### src/rtl/clk_div_ctrl_if.sv
// Configuration handshake for clk_div_ctrl: a half-period word offered with valid/ready.
interface clk_div_ctrl_if #(
   parameter int unsigned CNT_W = 19
);
   logic             cfg_valid;
   logic [CNT_W-1:0] cfg_half;
   logic             cfg_ready;

   modport master (
      output cfg_valid,
      output cfg_half,
      input  cfg_ready
   );

   modport slave (
      input  cfg_valid,
      input  cfg_half,
      output cfg_ready
   );
endinterface

### src/rtl/clk_div_ctrl.sv
// Runtime-programmable clock divider. Produces a registered square wave with a one-cycle
// tick on each rising edge; ratio changes are deferred to a falling edge so clk_o never glitches.
module clk_div_ctrl #(
   parameter int unsigned CNT_W        = 19,
   parameter int unsigned DEFAULT_HALF = 500000
) (
   input  logic          cristal_i,
   input  logic          RST_rst_i,
   input  logic          en_i,
   clk_div_ctrl_if.slave cfg,
   output logic          clk_o,
   output logic          tick_o,
   output logic          busy_o,
   output logic          cfg_err_o
);

   typedef enum logic [1:0] {StIdle, StRun, StPend} state_e;

   state_e           r_state, w_state_nxt;
   logic [CNT_W-1:0] r_count, w_count_nxt;
   logic [CNT_W-1:0] r_half,  w_half_nxt;
   logic [CNT_W-1:0] r_pend,  w_pend_nxt;
   logic             r_clk,   w_clk_nxt;
   logic             r_tick,  w_tick_nxt;
   logic             r_err,   w_err_nxt;

   logic w_ready;
   logic w_busy;
   logic w_xfer;
   logic w_nz;
   logic w_term;

   assign w_xfer = cfg.cfg_valid & w_ready;
   assign w_nz   = (cfg.cfg_half != '0);
   // half_q is never zero, so half_q-1 cannot wrap
   assign w_term = (r_count == (r_half - CNT_W'(1)));

   // State register
   always_ff @(posedge cristal_i) begin
      if (!RST_rst_i) begin
         r_state <= StIdle;
      end else begin
         r_state <= w_state_nxt;
      end
   end

   // Datapath registers: counter, active/pending ratio, output wave and status
   always_ff @(posedge cristal_i) begin
      if (!RST_rst_i) begin
         r_count <= '0;
         r_half  <= CNT_W'(DEFAULT_HALF);
         r_pend  <= '0;
         r_clk   <= 1'b0;
         r_tick  <= 1'b0;
         r_err   <= 1'b0;
      end else begin
         r_count <= w_count_nxt;
         r_half  <= w_half_nxt;
         r_pend  <= w_pend_nxt;
         r_clk   <= w_clk_nxt;
         r_tick  <= w_tick_nxt;
         r_err   <= w_err_nxt;
      end
   end

   // Next-state and datapath update
   always_comb begin
      w_state_nxt = r_state;
      w_count_nxt = r_count;
      w_half_nxt  = r_half;
      w_pend_nxt  = r_pend;
      w_clk_nxt   = r_clk;
      w_tick_nxt  = 1'b0;
      w_err_nxt   = r_err;

      // Zero words are consumed but only raise the sticky error
      if (w_xfer) begin
         w_err_nxt = ~w_nz;
      end

      unique case (r_state)
         StIdle: begin
            w_count_nxt = '0;
            w_clk_nxt   = 1'b0;
            if (w_xfer && w_nz) begin
               w_half_nxt = cfg.cfg_half;
            end
            if (en_i) begin
               w_state_nxt = StRun;
            end
         end

         StRun: begin
            if (!en_i) begin
               w_state_nxt = StIdle;
               w_count_nxt = '0;
               w_clk_nxt   = 1'b0;
               if (w_xfer && w_nz) begin
                  w_half_nxt = cfg.cfg_half;
               end
            end else begin
               if (w_term) begin
                  w_count_nxt = '0;
                  w_clk_nxt   = ~r_clk;
                  w_tick_nxt  = ~r_clk;
               end else begin
                  w_count_nxt = r_count + CNT_W'(1);
               end
               if (w_xfer && w_nz) begin
                  w_pend_nxt  = cfg.cfg_half;
                  w_state_nxt = StPend;
               end
            end
         end

         StPend: begin
            if (!en_i) begin
               // Stopping commits the pending word so it is not lost
               w_state_nxt = StIdle;
               w_count_nxt = '0;
               w_clk_nxt   = 1'b0;
               w_half_nxt  = r_pend;
            end else if (w_term) begin
               w_count_nxt = '0;
               w_clk_nxt   = ~r_clk;
               w_tick_nxt  = ~r_clk;
               // Commit only on the 1->0 toggle so the new ratio starts a fresh low phase
               if (r_clk) begin
                  w_half_nxt  = r_pend;
                  w_state_nxt = StRun;
               end
            end else begin
               w_count_nxt = r_count + CNT_W'(1);
            end
         end

         default: begin
            w_state_nxt = StIdle;
            w_count_nxt = '0;
            w_clk_nxt   = 1'b0;
         end
      endcase
   end

   // State-decoded outputs
   always_comb begin
      w_ready = (r_state != StPend);
      w_busy  = (r_state == StPend);
   end

   assign cfg.cfg_ready = w_ready;
   assign busy_o        = w_busy;
   assign clk_o         = r_clk;
   assign tick_o        = r_tick;
   assign cfg_err_o     = r_err;

endmodule

### src/flat_wrapper.sv
// flat-port wrapper written by rule: the top's interface ports become plain ports
module clk_div_ctrl_flat 
#(
   parameter int unsigned CNT_W        = 19,
   parameter int unsigned DEFAULT_HALF = 500000
)
  (cristal_i, RST_rst_i, en_i, clk_o, tick_o, busy_o, cfg_err_o, cfg_cfg_valid, cfg_cfg_half, cfg_cfg_ready);
  clk_div_ctrl_if #(.CNT_W(CNT_W)) cfg_i ();
  input  logic cristal_i;
  input  logic RST_rst_i;
  input  logic en_i;
  output logic clk_o;
  output logic tick_o;
  output logic busy_o;
  output logic cfg_err_o;
  input wire logic [$bits(cfg_i.cfg_valid)-1:0] cfg_cfg_valid;
  input wire logic [$bits(cfg_i.cfg_half)-1:0] cfg_cfg_half;
  output wire logic [$bits(cfg_i.cfg_ready)-1:0] cfg_cfg_ready;
  assign cfg_i.cfg_valid = cfg_cfg_valid;
  assign cfg_i.cfg_half = cfg_cfg_half;
  assign cfg_cfg_ready = cfg_i.cfg_ready;
  clk_div_ctrl #(.CNT_W(CNT_W), .DEFAULT_HALF(DEFAULT_HALF)) u_core (.cristal_i(cristal_i), .RST_rst_i(RST_rst_i), .en_i(en_i), .cfg(cfg_i), .clk_o(clk_o), .tick_o(tick_o), .busy_o(busy_o), .cfg_err_o(cfg_err_o));
endmodule
### config.mk
export PLATFORM = sky130hd
export DESIGN_NAME = clk_div_ctrl_flat
export DESIGN_NICKNAME = d
export VERILOG_FILES = /design/src/rtl/clk_div_ctrl_if.sv /design/src/rtl/clk_div_ctrl.sv /design/src/flat_wrapper.sv
export SDC_FILE = /design/constraint.sdc
export NUM_CORES = 1
export LEC_CHECK = 0
export CAP_MARGIN = 20
export CORE_MARGIN = 2
export CORE_UTILIZATION = 30
export DETAILED_ROUTE_END_ITERATION = 10
export GPL_TIMING_DRIVEN = 1
export SLEW_MARGIN = 20
export SYNTH_ARGS = -nofsm -noshare
export SYNTH_HDL_FRONTEND = slang
export SYNTH_SLANG_ARGS = --single-unit
### constraint.sdc
create_clock -name cristal_i -period 8.05 [get_ports cristal_i]
set_input_delay 1.2075 -clock cristal_i [delete_from_list [all_inputs] [get_ports cristal_i]]
set_output_delay 1.2075 -clock cristal_i [all_outputs]
set_load 0.02 [all_outputs]
==> results of run 1 <==
cells by family after synthesis:
kind of cell	share of synthesized area
and+or+nand+nor	0.256
muxes	0.185
DFF	0.351
xor gates and xnor gates	0.0916
buffers and inverters	0.0392
AOI/OAI and AO/OA	0.0566
adders and majority gates	0.0212
worst max path at each step:
stage	cells past startpoint	slack (ps)	to
4_1_cts	4	4290	cfg_cfg_ready
5_1_grt	10	4120	u_core.r_half[5]
3_5_place_dp	10	3980	u_core.r_half[5]
2_1_floorplan	12	4810	u_core.r_half[13]
6_report	10	4320	u_core.r_half[5]
3_3_place_gp	10	4060	u_core.r_half[5]
Yosys cell counts, types with 9 or more instances:
library cell / instances / area, sq um
inv_1: 10 / 37.5
mux2_2: 12 / 135
nor4_1: 9 / 56.3
xor2_1: 16 / 140
clkbuf_1: 10 / 37.5
dfxtp_1: 62 / 1240
xnor2_1: 21 / 184
nor2b_1: 21 / 131
nand2_1: 46 / 173
nor2_1: 35 / 131
nand2b_1: 9 / 56.3
mux2i_1: 44 / 440
nand3_1: 9 / 45.0
layer usage:
metal  vias to the layer above  GRT usage  routed length [um]  part of all wire
met3                         6     0.0367                 246             0.033
met5                         -          0                   0                 0
met1                      1296      0.150                3620              0.49
met4                         0     0.0366                  76             0.010
met2                        44      0.212                3500              0.47
li1                       1414          -                   -                 -
state kept, by name, indices dropped and copies added (netlist names):
name,flops
u_core.r_half,19
u_core.tick_o,1
u_core.r_count,19
u_core.r_pend,19
u_core.cfg_err_o,1
u_core.r_state,2
u_core.clk_o,1
placed cells by master (no fill, tap or decap), types with 2 or more instances in the layout:
master / n
mux2_2: 12
and3_1: 6
nor2_1: 35
and2_1: 4
a21oi_1: 5
xnor2_1: 21
clkinv_2: 2
mux2_1: 7
o21a_1: 2
ha_1: 5
nand2_1: 46
mux2i_1: 44
o21ai_0: 6
inv_1: 10
nor2b_1: 21
nand3_1: 9
or4_1: 3
xor2_1: 16
nand3b_1: 2
buf_4: 2
nand4_1: 8
clkdlybuf4s50_1: 26
or4_4: 2
bufinv_16: 3
clkbuf_16: 9
dfxtp_1: 62
nor3_1: 5
a32oi_1: 2
nand2b_1: 9
o22ai_1: 2
nor4_1: 9
a211oi_1: 3
layout make-up:
type                            count  area (sq um)  area share
Tap cell                          143           179      0.0423
Clock buffer                        9           225      0.0532
Sequential cell                    62          1240       0.293
Timing Repair Buffer               29           280      0.0662
Clock inverter                      5           100      0.0237
Inverter                           10          37.5     0.00887
Multi-Input combinational cell    305          2170       0.512
worst register-to-register path, delay by kind of cell, from the launching register on:
family                     cells  cell delay (ps)
and+or+nand+nor                5             2020
DFF                            1              390
adders and majority gates      1              200
muxes                          1              340
AOI/OAI and AO/OA              2              210
buffers and inverters          2              340
power breakdown:
group / internal (mW) / switching [mW] / total, mW
clock network: 0.297 / 0.134 / 0.431
registers: 0.319 / 0.0161 / 0.336
logic: 0.0491 / 0.0526 / 0.102
==> flow_summary.yaml, run 1 <==
timing:
  setup_tns_ps: 0
  fin_crit_sh: 0.463
  slew_headroom: 0.357
  timing.final.crit_period_ps: 3730
  fmax_mhz: 268
  worstMarginPinSlew_ps: 964
  hold_viol: 0
  fin_skew_ps: 3.76
  report.final.slew_viol_count: 0
  setup_ws_ps: 4320
  finalSetupViolCount: 0
  rsz0062_at_grt: "no"
  hold_slack_ps: 493
die:
  rows: 39
  die_h_um: 113
  core_sq_um: 11500
  die-area_sq_um: 12700
  floorplan.initialDensity: 0.309
  die-width_um: 113
  ios: 28
clock_network:
  post_cts_buffers: 0
  clk_latency_ps: 330
  cts_buffer_depth: 2
  cts_resized: 0
  htree_levels: 3
  ctsRootBufferMaster: "clkbuf_16"
  cts_tree: "done"
  clkSinkCount: 62
  path_clk_slew_ps: 50
  cts_made_buffers: 9
  cts_hold_buf: 0
synthesis:
  synthCells: 397
  ys_ff_latch: 62
  synth_ff_type: "dfxtp_1"
  synth_nets: 426
  ys_types: 51
  synth-edff-count: 0
  syn_area_per_cell_sq_um: 8.91
  yosysSeqAreaShare: 0.351
  ys_warn_count: 0
  async_flop_share: 0
  syn-cell-area_sq_um: 3540
hold_path:
  hold_path_depth: 1
  hold_class: "flop to flop"
  hp-start: "u_core.r_count[0]"
  hold_end: "u_core.r_count[0]"
cells_and_area:
  syn2layout_area_growth_pct: 19.6
  drive_above_1_share: 0.0929
  insertedDiodeCount: 0
  fin_util: 0.369
  fin_area_sq_um: 4230
  layout.cells.non_filler: 563
  n_fill_cell: 1179
  final_nets: 446
critical_path:
  r2r_cells: 11
  crit_required_ps: 8260
  critical_path_class: "input port to flop"
  crit_path_start: "cfg_cfg_half[1]"
  arrival_ps: 3940
  crit_family: "simple AND/OR/NAND/NOR gates"
  timing.rr.start: "u_core.r_half[0]"
  critPathMaxFanout: 19
  cp_common_cell: "nor4_1"
  slowest_stage: "nor4_1"
  end_kind: "flop"
  r2r-end: "u_core.r_half[5]"
  start_kind: "input port"
  rrSetupSlack_ps: 4450
  worstPathBufferInverterCount: 2
  critPathMaxStageDelay_ps: 520
  crit_chain: "clkdlybuf4s50_1 -> nor4_1 -> nand4_1 -> nor4_1 -> nand2b_1 -> mux2i_1 -> a21boi_0 -> a41oi_2 -> buf_4 -> mux2_1"
power_and_ir_drop:
  total_power_mw: 0.869
  power_density_nw_per_um2: 205
  p_leak_nw: 1.60
  ir_drop_mv: 0.114
route:
  ant_nets: 0
  drc: 0
  drt_pre_antenna_iters: 5
  finalWirelength_mm: 7.45
  drt_iter0_drc: 126
  via_per_inst: 4.90
  wl_per_cell_um: 13.2
  vias: 2760
grt:
  grt_max_degree: 63
  antenna_found_initial: 0
  grt_pass1_vias: 2747
  grt_overflow: 0
  grt_use_total: 0.124
  grt_first_pass_wirelength_mm: 12.8
place:
  place_ws_ps: 3980
  place.gp.congestion: 0.815
  placed_area_sq_um: 3900
  dp_hpwl_mm: 5.34
  io_buffers: 27
  dp_cells: 549
outcome:
  status: "completed"
flow_run:
  drv_cap: 0
No activity file was read; power rests on OpenSTA's default activity.
==> run 2, diff against run 1 <==
==> constraint.sdc (replaced) <==
create_clock -name cristal_i -period 3.5 [get_ports cristal_i]
set_input_delay 0.525 -clock cristal_i [delete_from_list [all_inputs] [get_ports cristal_i]]
set_output_delay 0.525 -clock cristal_i [all_outputs]
set_load 0.02 [all_outputs]
==> run 2 against run 1 <==
  * First-iteration DRC count increased by 29%
  * Via count increased by 1.3%
  * Critical path type is now flop to flop
  * Routed wire length grew 0.81%
  * Sequential power increased by 130%
  * Combinational power increased by 140%
  * Flip-flop and latch count unchanged
==> flow_summary.yaml, run 2 (same netlist as run 1, synthesis figures left out) <==
outcome:
  status: "completed"
grt:
  antenna_found_initial: 0
  grt_overflow: 0
  grt_max_degree: 60
  grt_first_pass_wirelength_mm: 13.2
  grt_use_total: 0.127
  grt_pass1_vias: 2746
place:
  placed_area_sq_um: 3960
  dp_hpwl_mm: 5.39
  io_buffers: 27
  place.gp.congestion: 0.794
  dp_cells: 557
  place_ws_ps: 160
clock_network:
  path_clk_slew_ps: 60
  post_cts_buffers: 0
  clkSinkCount: 62
  clk_latency_ps: 330
  cts_resized: 0
  htree_levels: 3
  cts_hold_buf: 0
  cts_tree: "done"
  ctsRootBufferMaster: "clkbuf_16"
  cts_made_buffers: 9
  cts_buffer_depth: 2
die:
  rows: 39
  ios: 28
  core_sq_um: 11500
  die_h_um: 113
  die-width_um: 113
  floorplan.initialDensity: 0.309
  die-area_sq_um: 12700
timing:
  slew_headroom: 0.644
  hold_slack_ps: 479
  fmax_mhz: 311
  rsz0062_at_grt: "no"
  setup_ws_ps: 284
  fin_crit_sh: 0.919
  timing.final.crit_period_ps: 3220
  report.final.slew_viol_count: 0
  hold_viol: 0
  fin_skew_ps: 7.08
  setup_tns_ps: 0
  worstMarginPinSlew_ps: 534
  finalSetupViolCount: 0
critical_path:
  slowest_stage: "or4b_1"
  critPathMaxFanout: 11
  worstPathBufferInverterCount: 3
  critPathMaxStageDelay_ps: 600
  crit_required_ps: 3710
  r2r_cells: 12
  crit_family: "simple AND/OR/NAND/NOR gates"
  r2r-end: "u_core.r_half[3]"
  end_kind: "flop"
  critical_path_class: "flop to flop"
  crit_chain: "inv_1 -> ha_1 -> or4b_1 -> a211o_1 -> a21oi_1 -> o22ai_1 -> or4_4 -> nor3_4 -> a41oi_2 -> buf_4 -> buf_4 -> mux2i_1"
  rrSetupSlack_ps: 280
  start_kind: "flop"
  timing.rr.start: "u_core.r_half[0]"
  arrival_ps: 3430
  cp_common_cell: "buf_4"
power_and_ir_drop:
  p_leak_nw: 1.64
  power_density_nw_per_um2: 465
  ir_drop_mv: 0.217
cells_and_area:
  layout.cells.non_filler: 573
  drive_above_1_share: 0.112
  mostFrequentLayoutCells: "62 x dfxtp_1, 46 x nand2_1, 44 x mux2i_1"
  fin_area_sq_um: 4300
  syn2layout_area_growth_pct: 21.5
  final_common_cell: "dfxtp_1"
  top_regs: "u_core.r_count x19, u_core.r_half x19, u_core.r_pend x19"
  n_fill_cell: 1153
  final_nets: 454
  insertedDiodeCount: 0
route:
  drt_pre_antenna_iters: 4
  drt_iter0_drc: 163
  drc: 0
  via_per_inst: 4.88
  ant_nets: 0
  finalWirelength_mm: 7.51
  wl_per_cell_um: 13.1
  vias: 2796
flow_run:
  drv_cap: 0
hold_path:
  hp-start: "RST_rst_i"
  hold_path_depth: 2
  hold_class: "input port to flop"
  hold_end: "u_core.r_state[1]"
## run 2: cell types whose count changed in the layout (fill, tap and decap cells not counted), sizes merged
cell,delta
buf,+8
clkinvlp,+1
bufinv,-1
clkbuf,+2
## run 2: power breakdown
group | switching (mW) | internal [mW]
Clock | 0.324 | 0.662
Combinational | 0.125 | 0.118
Sequential | 0.0350 | 0.734
Total | 0.484 | 1.51
## run 2: final cells by class
class                           count  area [sq um]  share of cell area
Clock buffer                       11           253              0.0588
Clock inverter                      5          81.3              0.0189
Multi-Input combinational cell    305          2170               0.504
Inverter                           10          37.5             0.00873
Tap cell                          143           179              0.0416
Timing Repair Buffer               37           340              0.0792
Sequential cell                    62          1240               0.289
## run 2: per-stage QoR
stage / power, mW / utilization
final: 2.00 / 0.375
after global routing: 2.09 / 0.375
after CTS: 2.02 / 0.375
after detailed placement: 1.03 / 0.346
after global placement: 1.02 / 0.346
after floorplan: 0.950 / -
## run 2: worst reg2reg max path, cell delays in order (launching register included)
cell and delay (ps):
dfxtp_1 310, inv_1 60, ha_1 170, or4b_1 600, a211o_1 280, a21oi_1 180, o22ai_1 130, or4_4 550
nor3_4 170, a41oi_2 130, buf_4 190, buf_4 200, mux2i_1 130
## run 2: how the worst max path moves through the flow
stage,endpoint,slack [ps],from,cells after the start
floorplan,u_core.r_half[13],260,u_core.r_half[0],12
global placement,u_core.r_half[1],310,cfg_cfg_half[1],11
detailed placement,u_core.r_half[3],160,cfg_cfg_half[1],11
CTS,u_core.r_half[3],290,u_core.r_half[0],12
global route,u_core.r_half[6],90,u_core.r_half[0],12
finish,u_core.r_half[3],280,u_core.r_half[0],12
## run 2: routing by layer
metal / share of wire / track usage
met4: 0.017 / 0.0472
met1: 0.48 / 0.159
met5: 0 / 0
met2: 0.47 / 0.210
met3: 0.038 / 0.0335
